--- src/rtl/irq_controller_if.sv ---
// CPU-facing bus for irq_controller: the config register port plus the
// request/ack/EOI interrupt handshake.
interface irq_controller_if #(
  parameter int VEC_W = 3
);
  logic             cfg_we;
  logic [1:0]       cfg_addr;
  logic [31:0]      cfg_wdata;
  logic [31:0]      cfg_rdata;
  logic             int_req;
  logic [VEC_W-1:0] int_vec;
  logic             int_ack;
  logic             int_eoi;

  modport master (
    output cfg_we, cfg_addr, cfg_wdata, int_ack, int_eoi,
    input  cfg_rdata, int_req, int_vec
  );

  modport slave (
    input  cfg_we, cfg_addr, cfg_wdata, int_ack, int_eoi,
    output cfg_rdata, int_req, int_vec
  );
endinterface

--- src/rtl/irq_controller.sv ---
// Interrupt controller: edge-detects device lines into a pending register,
// masks them, and hands the lowest-index request to the CPU.
//
// state   | meaning
// IDLE    | no request outstanding; global_int_en follows ie
// REQ     | int_req high, int_vec tracks the best pending source
// SERVICE | CPU acknowledged; int_vec frozen until EOI
module irq_controller #(
  parameter int NUM_IRQ = 8,
  parameter int VEC_W   = 3
) (
  input  logic               clk,
  input  logic               clr,
  input  logic [NUM_IRQ-1:0] irq_in,
  output logic               global_int_en,
  irq_controller_if.slave    bus
);

  typedef enum logic [1:0] {IDLE, REQ, SERVICE} state_t;

  state_t             state_q, state_d;
  logic [NUM_IRQ-1:0] irq_prev_q, irq_prev_d;
  logic [NUM_IRQ-1:0] pending_q, pending_d;
  logic [NUM_IRQ-1:0] mask_q, mask_d;
  logic               ie_q, ie_d;
  logic               in_service_q, in_service_d;
  logic               int_req_q, int_req_d;
  logic [VEC_W-1:0]   int_vec_q, int_vec_d;
  logic               gie_q, gie_d;

  logic [NUM_IRQ-1:0] rise, masked, w1c_clr, ack_clr;
  logic [VEC_W-1:0]   win_idx;
  logic               any_req;
  logic               wr_mask, wr_pend, wr_ctrl;
  logic [31:0]        rdata;
  logic               unused_wdata;

  assign unused_wdata = ^bus.cfg_wdata;

  always_comb begin
    rise    = irq_in & ~irq_prev_q;
    masked  = pending_q & mask_q;
    any_req = |masked;
    win_idx = '0;
    for (int i = NUM_IRQ - 1; i >= 0; i--) begin
      if (masked[i]) win_idx = VEC_W'(i);
    end
    wr_mask = bus.cfg_we && (bus.cfg_addr == 2'd0);
    wr_pend = bus.cfg_we && (bus.cfg_addr == 2'd1);
    wr_ctrl = bus.cfg_we && (bus.cfg_addr == 2'd2);
    w1c_clr = wr_pend ? bus.cfg_wdata[NUM_IRQ-1:0] : '0;
  end

  always_comb begin
    state_d      = state_q;
    int_req_d    = int_req_q;
    int_vec_d    = int_vec_q;
    in_service_d = in_service_q;
    ack_clr      = '0;
    case (state_q)
      IDLE: begin
        if (ie_q && any_req) begin
          state_d   = REQ;
          int_req_d = 1'b1;
          int_vec_d = win_idx;
        end
      end
      REQ: begin
        if (!ie_q || !any_req) begin
          state_d   = IDLE;
          int_req_d = 1'b0;
        end else if (bus.int_ack) begin
          // clear the source the CPU actually saw, not a same-cycle newcomer
          state_d      = SERVICE;
          int_req_d    = 1'b0;
          in_service_d = 1'b1;
          for (int i = 0; i < NUM_IRQ; i++) begin
            if (int_vec_q == VEC_W'(i)) ack_clr[i] = 1'b1;
          end
        end else begin
          int_vec_d = win_idx;
        end
      end
      SERVICE: begin
        if (bus.int_eoi) begin
          state_d      = IDLE;
          in_service_d = 1'b0;
        end
      end
      default: state_d = IDLE;
    endcase
  end

  always_comb begin
    irq_prev_d = irq_in;
    // set after clear: a new edge survives a coincident W1C or ack
    pending_d  = (pending_q & ~w1c_clr & ~ack_clr) | rise;
    mask_d     = wr_mask ? bus.cfg_wdata[NUM_IRQ-1:0] : mask_q;
    ie_d       = wr_ctrl ? bus.cfg_wdata[0] : ie_q;
    gie_d      = ie_q && (state_q == IDLE);
  end

  always_ff @(posedge clk) begin
    if (!clr) begin
      state_q      <= IDLE;
      irq_prev_q   <= '1;
      pending_q    <= '0;
      mask_q       <= '0;
      ie_q         <= 1'b0;
      in_service_q <= 1'b0;
      int_req_q    <= 1'b0;
      int_vec_q    <= '0;
      gie_q        <= 1'b0;
    end else begin
      state_q      <= state_d;
      irq_prev_q   <= irq_prev_d;
      pending_q    <= pending_d;
      mask_q       <= mask_d;
      ie_q         <= ie_d;
      in_service_q <= in_service_d;
      int_req_q    <= int_req_d;
      int_vec_q    <= int_vec_d;
      gie_q        <= gie_d;
    end
  end

  always_comb begin
    rdata = '0;
    case (bus.cfg_addr)
      2'd0: rdata[NUM_IRQ-1:0] = mask_q;
      2'd1: rdata[NUM_IRQ-1:0] = pending_q;
      2'd2: rdata[0]           = ie_q;
      default: begin
        rdata[0]       = in_service_q;
        rdata[8+:VEC_W] = int_vec_q;
      end
    endcase
  end

  assign bus.cfg_rdata  = rdata;
  assign bus.int_req    = int_req_q;
  assign bus.int_vec    = int_vec_q;
  assign global_int_en  = gie_q;

endmodule

--- src/flat_wrapper.sv ---
// flat-port wrapper written by rule: the top's interface ports become plain ports
module irq_controller_flat 
#(
  parameter int NUM_IRQ = 8,
  parameter int VEC_W   = 3
)
  (clk, clr, irq_in, global_int_en, bus_cfg_we, bus_cfg_addr, bus_cfg_wdata, bus_int_ack, bus_int_eoi, bus_cfg_rdata, bus_int_req, bus_int_vec);
  irq_controller_if #(.VEC_W(VEC_W)) bus_i ();
  input  logic clk;
  input  logic clr;
  input  logic [NUM_IRQ-1:0] irq_in;
  output logic global_int_en;
  input wire logic [$bits(bus_i.cfg_we)-1:0] bus_cfg_we;
  input wire logic [$bits(bus_i.cfg_addr)-1:0] bus_cfg_addr;
  input wire logic [$bits(bus_i.cfg_wdata)-1:0] bus_cfg_wdata;
  input wire logic [$bits(bus_i.int_ack)-1:0] bus_int_ack;
  input wire logic [$bits(bus_i.int_eoi)-1:0] bus_int_eoi;
  output wire logic [$bits(bus_i.cfg_rdata)-1:0] bus_cfg_rdata;
  output wire logic [$bits(bus_i.int_req)-1:0] bus_int_req;
  output wire logic [$bits(bus_i.int_vec)-1:0] bus_int_vec;
  assign bus_i.cfg_we = bus_cfg_we;
  assign bus_i.cfg_addr = bus_cfg_addr;
  assign bus_i.cfg_wdata = bus_cfg_wdata;
  assign bus_i.int_ack = bus_int_ack;
  assign bus_i.int_eoi = bus_int_eoi;
  assign bus_cfg_rdata = bus_i.cfg_rdata;
  assign bus_int_req = bus_i.int_req;
  assign bus_int_vec = bus_i.int_vec;
  irq_controller #(.NUM_IRQ(NUM_IRQ), .VEC_W(VEC_W)) u_core (.clk(clk), .clr(clr), .irq_in(irq_in), .global_int_en(global_int_en), .bus(bus_i));
endmodule
--- config.mk ---
export PLATFORM = sky130hd
export DESIGN_NAME = irq_controller_flat
export DESIGN_NICKNAME = d
export VERILOG_FILES = /design/src/rtl/irq_controller_if.sv /design/src/rtl/irq_controller.sv /design/src/flat_wrapper.sv
export SDC_FILE = /design/constraint.sdc
export NUM_CORES = 1
export LEC_CHECK = 0
export ABC_AREA = 1
export CAP_MARGIN = 15
export CORE_MARGIN = 5
export CORE_UTILIZATION = 37
export DETAILED_ROUTE_END_ITERATION = 8
export PLACE_DENSITY_LB_ADDON = 0.3
export SYNTH_ARGS = -nofsm -noshare
export SYNTH_HDL_FRONTEND = slang
export SYNTH_SLANG_ARGS = --single-unit
--- constraint.sdc ---
create_clock -name clk -period 1.2 [get_ports clk]
set_input_delay 0.12 -clock clk [delete_from_list [all_inputs] [get_ports clk]]
set_output_delay 0.12 -clock clk [all_outputs]
set_load 0.01 [all_outputs]
[After elaboration in Yosys (flattened, before gate mapping)]
Index checks and enable logic that the tools add are counted.
Storage, ports and cells
  latch bits: 0
  output and inout bits: 37
  bits in registers: 33
  ROM bits: 0
  word-level logic and storage cells: 93
  bits in writable memories: 0
  memories: 0
Operators by class
  reduce and logical (&&, ||, !) cells: 19
  div/mod/pow operators: 0
  muxes and demuxes: 40
  $add $sub $neg: 0
  equality and inequality tests: 17
  bitwise gates (word level): 8
  $lt $le $gt $ge: 0
  $mul: 0
  shifts and indexed selects: 0
Operator list (number)
  $mux 3: 12
  $and 8x8->8: 4
  $mux 8: 4
  $not 8->8: 3
  $mux 1: 14
  $pmux 7 s2: 1
  $eq 3x3->1 const B: 4
  $mux 2: 4
  $ne 2x2->1 const B: 4
  $or 8x8->8: 1
  $reduce_and 4->1: 2
  $reduce_or 8->1: 1
  $eq 3x2->1 const B: 2
  $pmux 2 s3: 1
  $pmux 3 s2: 1
  $reduce_and 3->1: 2
  $logic_and 1x1->1: 5
  $eq 2x1->1 const B: 2
  $eq 2x2->1 const B: 2
  $logic_not 2->1: 2
  $pmux 1 s2: 2
  $reduce_bool 2->1: 2
  $eq 3x1->1 const B: 1
  $logic_not 3->1: 1
  other kinds (6): 7

[Longest topological paths before layout]
  depth after elaboration: 12
  depth in mapped cells: 9
  mapped depth without buffers: 9

[Least setup slack after synthesis]
Ideal clock, no wire load.
  path kind: register to register
  from: reg u_core.state_q[1]
  to: reg u_core.pending_q[0]
  stages on the path, launching flop included: 7
  path slack: 0.068 ns
  required time: 1.066 ns
  data arrival time: 0.998 ns
  cell sequence: dfxtp_1 -> inv_1 -> nand3_2 -> nor3_1 -> nand2_1 -> o21bai_1 -> a21oi_1
On the way
  cells in the longest elaborated chain, start to end: 5
Ends and longest elaborated chain
  start, declared: RTL line irq_controller.sv:21  | state_t state_q, state_d;
  start signal, assigned: RTL line irq_controller.sv:115  | state_q <= state_d;
  $eq 2x1->1: RTL line irq_controller.sv:60  | case (state_q)
  $mux 8: RTL line irq_controller.sv:60
  $not 8->8: RTL line irq_controller.sv:97  | pending_d = (pending_q & ~w1c_clr & ~ack_clr) | rise;
  $and 8x8->8: RTL line irq_controller.sv:97
  $or 8x8->8: RTL line irq_controller.sv:97
  end signal, assigned: RTL line irq_controller.sv:117  | pending_q <= pending_d;
  end, declared: RTL line irq_controller.sv:23  | logic [NUM_IRQ-1:0] pending_q, pending_d;
No other way between the ends.
A chain may end at the register's enable or synchronous reset.

[Final worst setup path]
  from: reg u_core.state_q[0]
  to: reg u_core.pending_q[2]
The elaborated chain is that of the path after synthesis.

==> summary.md <==
| Metric | Value |
|---|---|
| Die W | roughly 80 um |
| Final #Nets | 351 |
| RR Startpoint | u_core.state_q[0] |
| CTS buffer count | 5 |
| Routed WL per cell | 13.21 um |
| Post-Syn Area | 0.001760 mm2 |
| RSZ-0062 raised after global routing | true |
| Worst setup SP type | register |
| Worst EP arrival | 1.40 ns |
| Layout cells sized above 1 | 39.80% |
| Yosys cell types | 31 |
| Max IR drop VDD | 536.1 uV |
| Full die area | 0.006237 mm2 |
| Final WL | 4729 um |
| Final ANT Viol Nets | 0 |
| Required @ worst endpoint | 1.37 ns |
| Most frequent cells in the layout | nand2_1 (40), buf_4 (25), conb_1 (21) |
| Max Cap Viol | 0 |
| Vias per cell | 4.788 |
| DP HPWL | 3462 um |
| Row count | 25 |
| Seq/Total Area, Yosys | a little under two fifths |
| DR DRC count | 0 |
| Clk Latency, worst-skew pair | 0.28 ns |
| First-pass GRT wire length | ~7300 um |
| Most common cell after layout, fill and taps aside | nand2_1 |
| Fin util | a little over half |
| 1st-iter DRT viols | 152 |
| Hold EP | u_core.state_q[1] |
| Reg2reg setup slack | -0.03 ns |
| Vias | ~1,700 |
| Hold Buf Count CTS | 0 |
| Fin. max-slew vios | 0 |
| Status | finished with violations |
| Hold Startpoint | bus_int_ack |
| Biggest fanout along the worst timing path | 5 |
| Pleak | approximately 1.2 nW |
| Root Buffer | clkbuf_8 |
| Die Y | 78.98 um |
| Flops & latches, synth | 33 |
| Vias in the first global route | 1,547 |
| Crit Path Category | register to register |
| ANT cells | 0 |
| P per Cell Area | 948.6 mW/mm2 |
| Worst hold margin | 0.2301 ns |
| # IOs | 84 |
| Failing checks | negative setup slack |
| Overflow after GRT | 0 |
| Min-delay worst type | input pin to register |
| TritonCTS Sinks | 33 |
| CTS H-tree lvls | 2 |
| Setup crit start | u_core.state_q[0] |
| Core footprint | 0.004661 mm2 |
| Initial antenna violation count | 0 |
| Final setup viols | 3 |
| Starting Density | 37.77% |
| Final Hold Viols | 0 |
| Final worst path period need | 1.226 ns |
| Endpoint class of the critical path | register |
| Path depth of the worst reg2reg path | 5 |
| Final WS setup | -0.02586 ns |
| Total track usage | 14.96% |
| Gpl congestion | 0.8557 |
| Cell count after synthesis | 235 |
| Clock buffer depth | 2 |
| Number of I/O port buffers | 38 |
| Largest net degree at the start of global routing | 14 |
| Skew final | between 0.004 and 0.005 ns |
| CTS tree | done |
| Clk pin slew, worst setup/hold paths | approximately 0.07 ns |
| Number of detailed-route iterations in the first pass | 4 |
| Hold depth | 3 |
| Yosys Warn Count | 0 |
| Worst r2r dst | u_core.pending_q[2] |
| Final period util | 102.2% |
| Area delta synth->final | 44.99% |
| Fmax | 815.8 MHz |
| Syn Area/Cell | 7.491 um2 |
-- state kept, by name, indices dropped and copies added (netlist names) --
name and flops:
u_core.state_q 2, u_core.irq_prev_q 8, u_core.in_service_q 1, u_core.bus.int_req 1, u_core.mask_q 8, u_core.ie_q 1, u_core.global_int_en 1, u_core.bus.int_vec 3
u_core.pending_q 8
-- where the power goes --
group / internal [mW] / total, mW / switching [mW] / leakage [nW]
logic: 0.198 / 0.399 / 0.201 / 0.847
registers: 1.15 / 1.18 / 0.0341 / 0.279
clock network: 0.455 / 0.838 / 0.384 / 0.0443
total: 1.80 / 2.42 / 0.619 / 1.17
-- worst max-delay path, stage by stage (launching register included) --
cell and delay, ns:
dfxtp_1 0.39, nand3_4 0.15, nor3_4 0.26, nand2_1 0.09, o21bai_1 0.14, a21oi_1 0.08
-- cell type report --
type | count | area [um2]
timing repair buffer | 68 | 616.8
clock buffer | 7 | 86.33
fill | 460 | 2108
tap | 54 | 67.56
sequential | 33 | 685.7
multi-input combinational | 174 | 1013
inverter | 22 | 82.58
-- metrics by stage --
| step | area [um2] | TNS, ns | instances | setup WS (ns) | power (mW) |
|---|---|---|---|---|---|
| detailed placement | 2302 | -11.72 | 347 | -0.6676 | 1.568 |
| floorplan | 1836 | 0 | 255 | 0.06797 | 1.429 |
| global route | 2552 | -0.7843 | 358 | -0.1471 | 2.526 |
| global placement | 2302 | -11.06 | 347 | -0.6137 | 1.562 |
| finish | 2552 | -0.05387 | 358 | -0.02586 | 2.421 |
| CTS | 2436 | -0.1492 | 355 | -0.05336 | 2.407 |
-- worst max-delay path by stage --
stage | slack [ns] | to
after CTS | -0.05 | bus_cfg_rdata[0]
after floorplan | 0.07 | u_core.pending_q[0]
after detailed placement | -0.67 | bus_cfg_rdata[0]
final | -0.03 | u_core.pending_q[2]
after global routing | -0.15 | u_core.pending_q[2]
after global placement | -0.61 | bus_cfg_rdata[0]
-- per-layer routing --
layer | part of all wire [%] | track usage (%)
met1 | 43 | 19.33
met2 | 50 | 25.00
met3 | 5.3 | 2.041
met4 | 1.7 | 6.186
met5 | 0 | 0
-- cell usage after synthesis (all sizes together) --
master  count  area [um2]
nand2      51       209.0
dfxtp      33       660.6
buf        25       191.4
nor2       23       103.9
inv        22       82.58
a21oi      17       88.84
o21ai      15       75.07
nand3      11       70.07
o21bai      8       60.06
or2         8       50.05
a22o        7       70.07
nor3        6       30.03
clkbuf      2       17.51
nand4       2       18.77
a221oi      1       8.760
a31oi       1       6.260
conb        1       3.750
nand3b      1       7.510
nor4        1       6.260
-- cells by family after synthesis --
group / share of synthesized area (%)
compound gates: 17.56
flops: 37.53
other cells: 0.2130
buf+inv: 16.56
simple gates: 28.15
-- timing repair --
| item | 4_1_cts | 5_1_grt |
|---|---|---|
| setup endpoints to repair | 33 | 21 |
| pin swaps | 3 | 14 |
| endpoints found under the hold margin | 0 | 0 |
| gates cloned | 1 | 0 |
| buffers inserted | 0 | 3 |
| resized for setup | 80 | 34 |
Note: power is estimated with default switching activity, not from simulation.
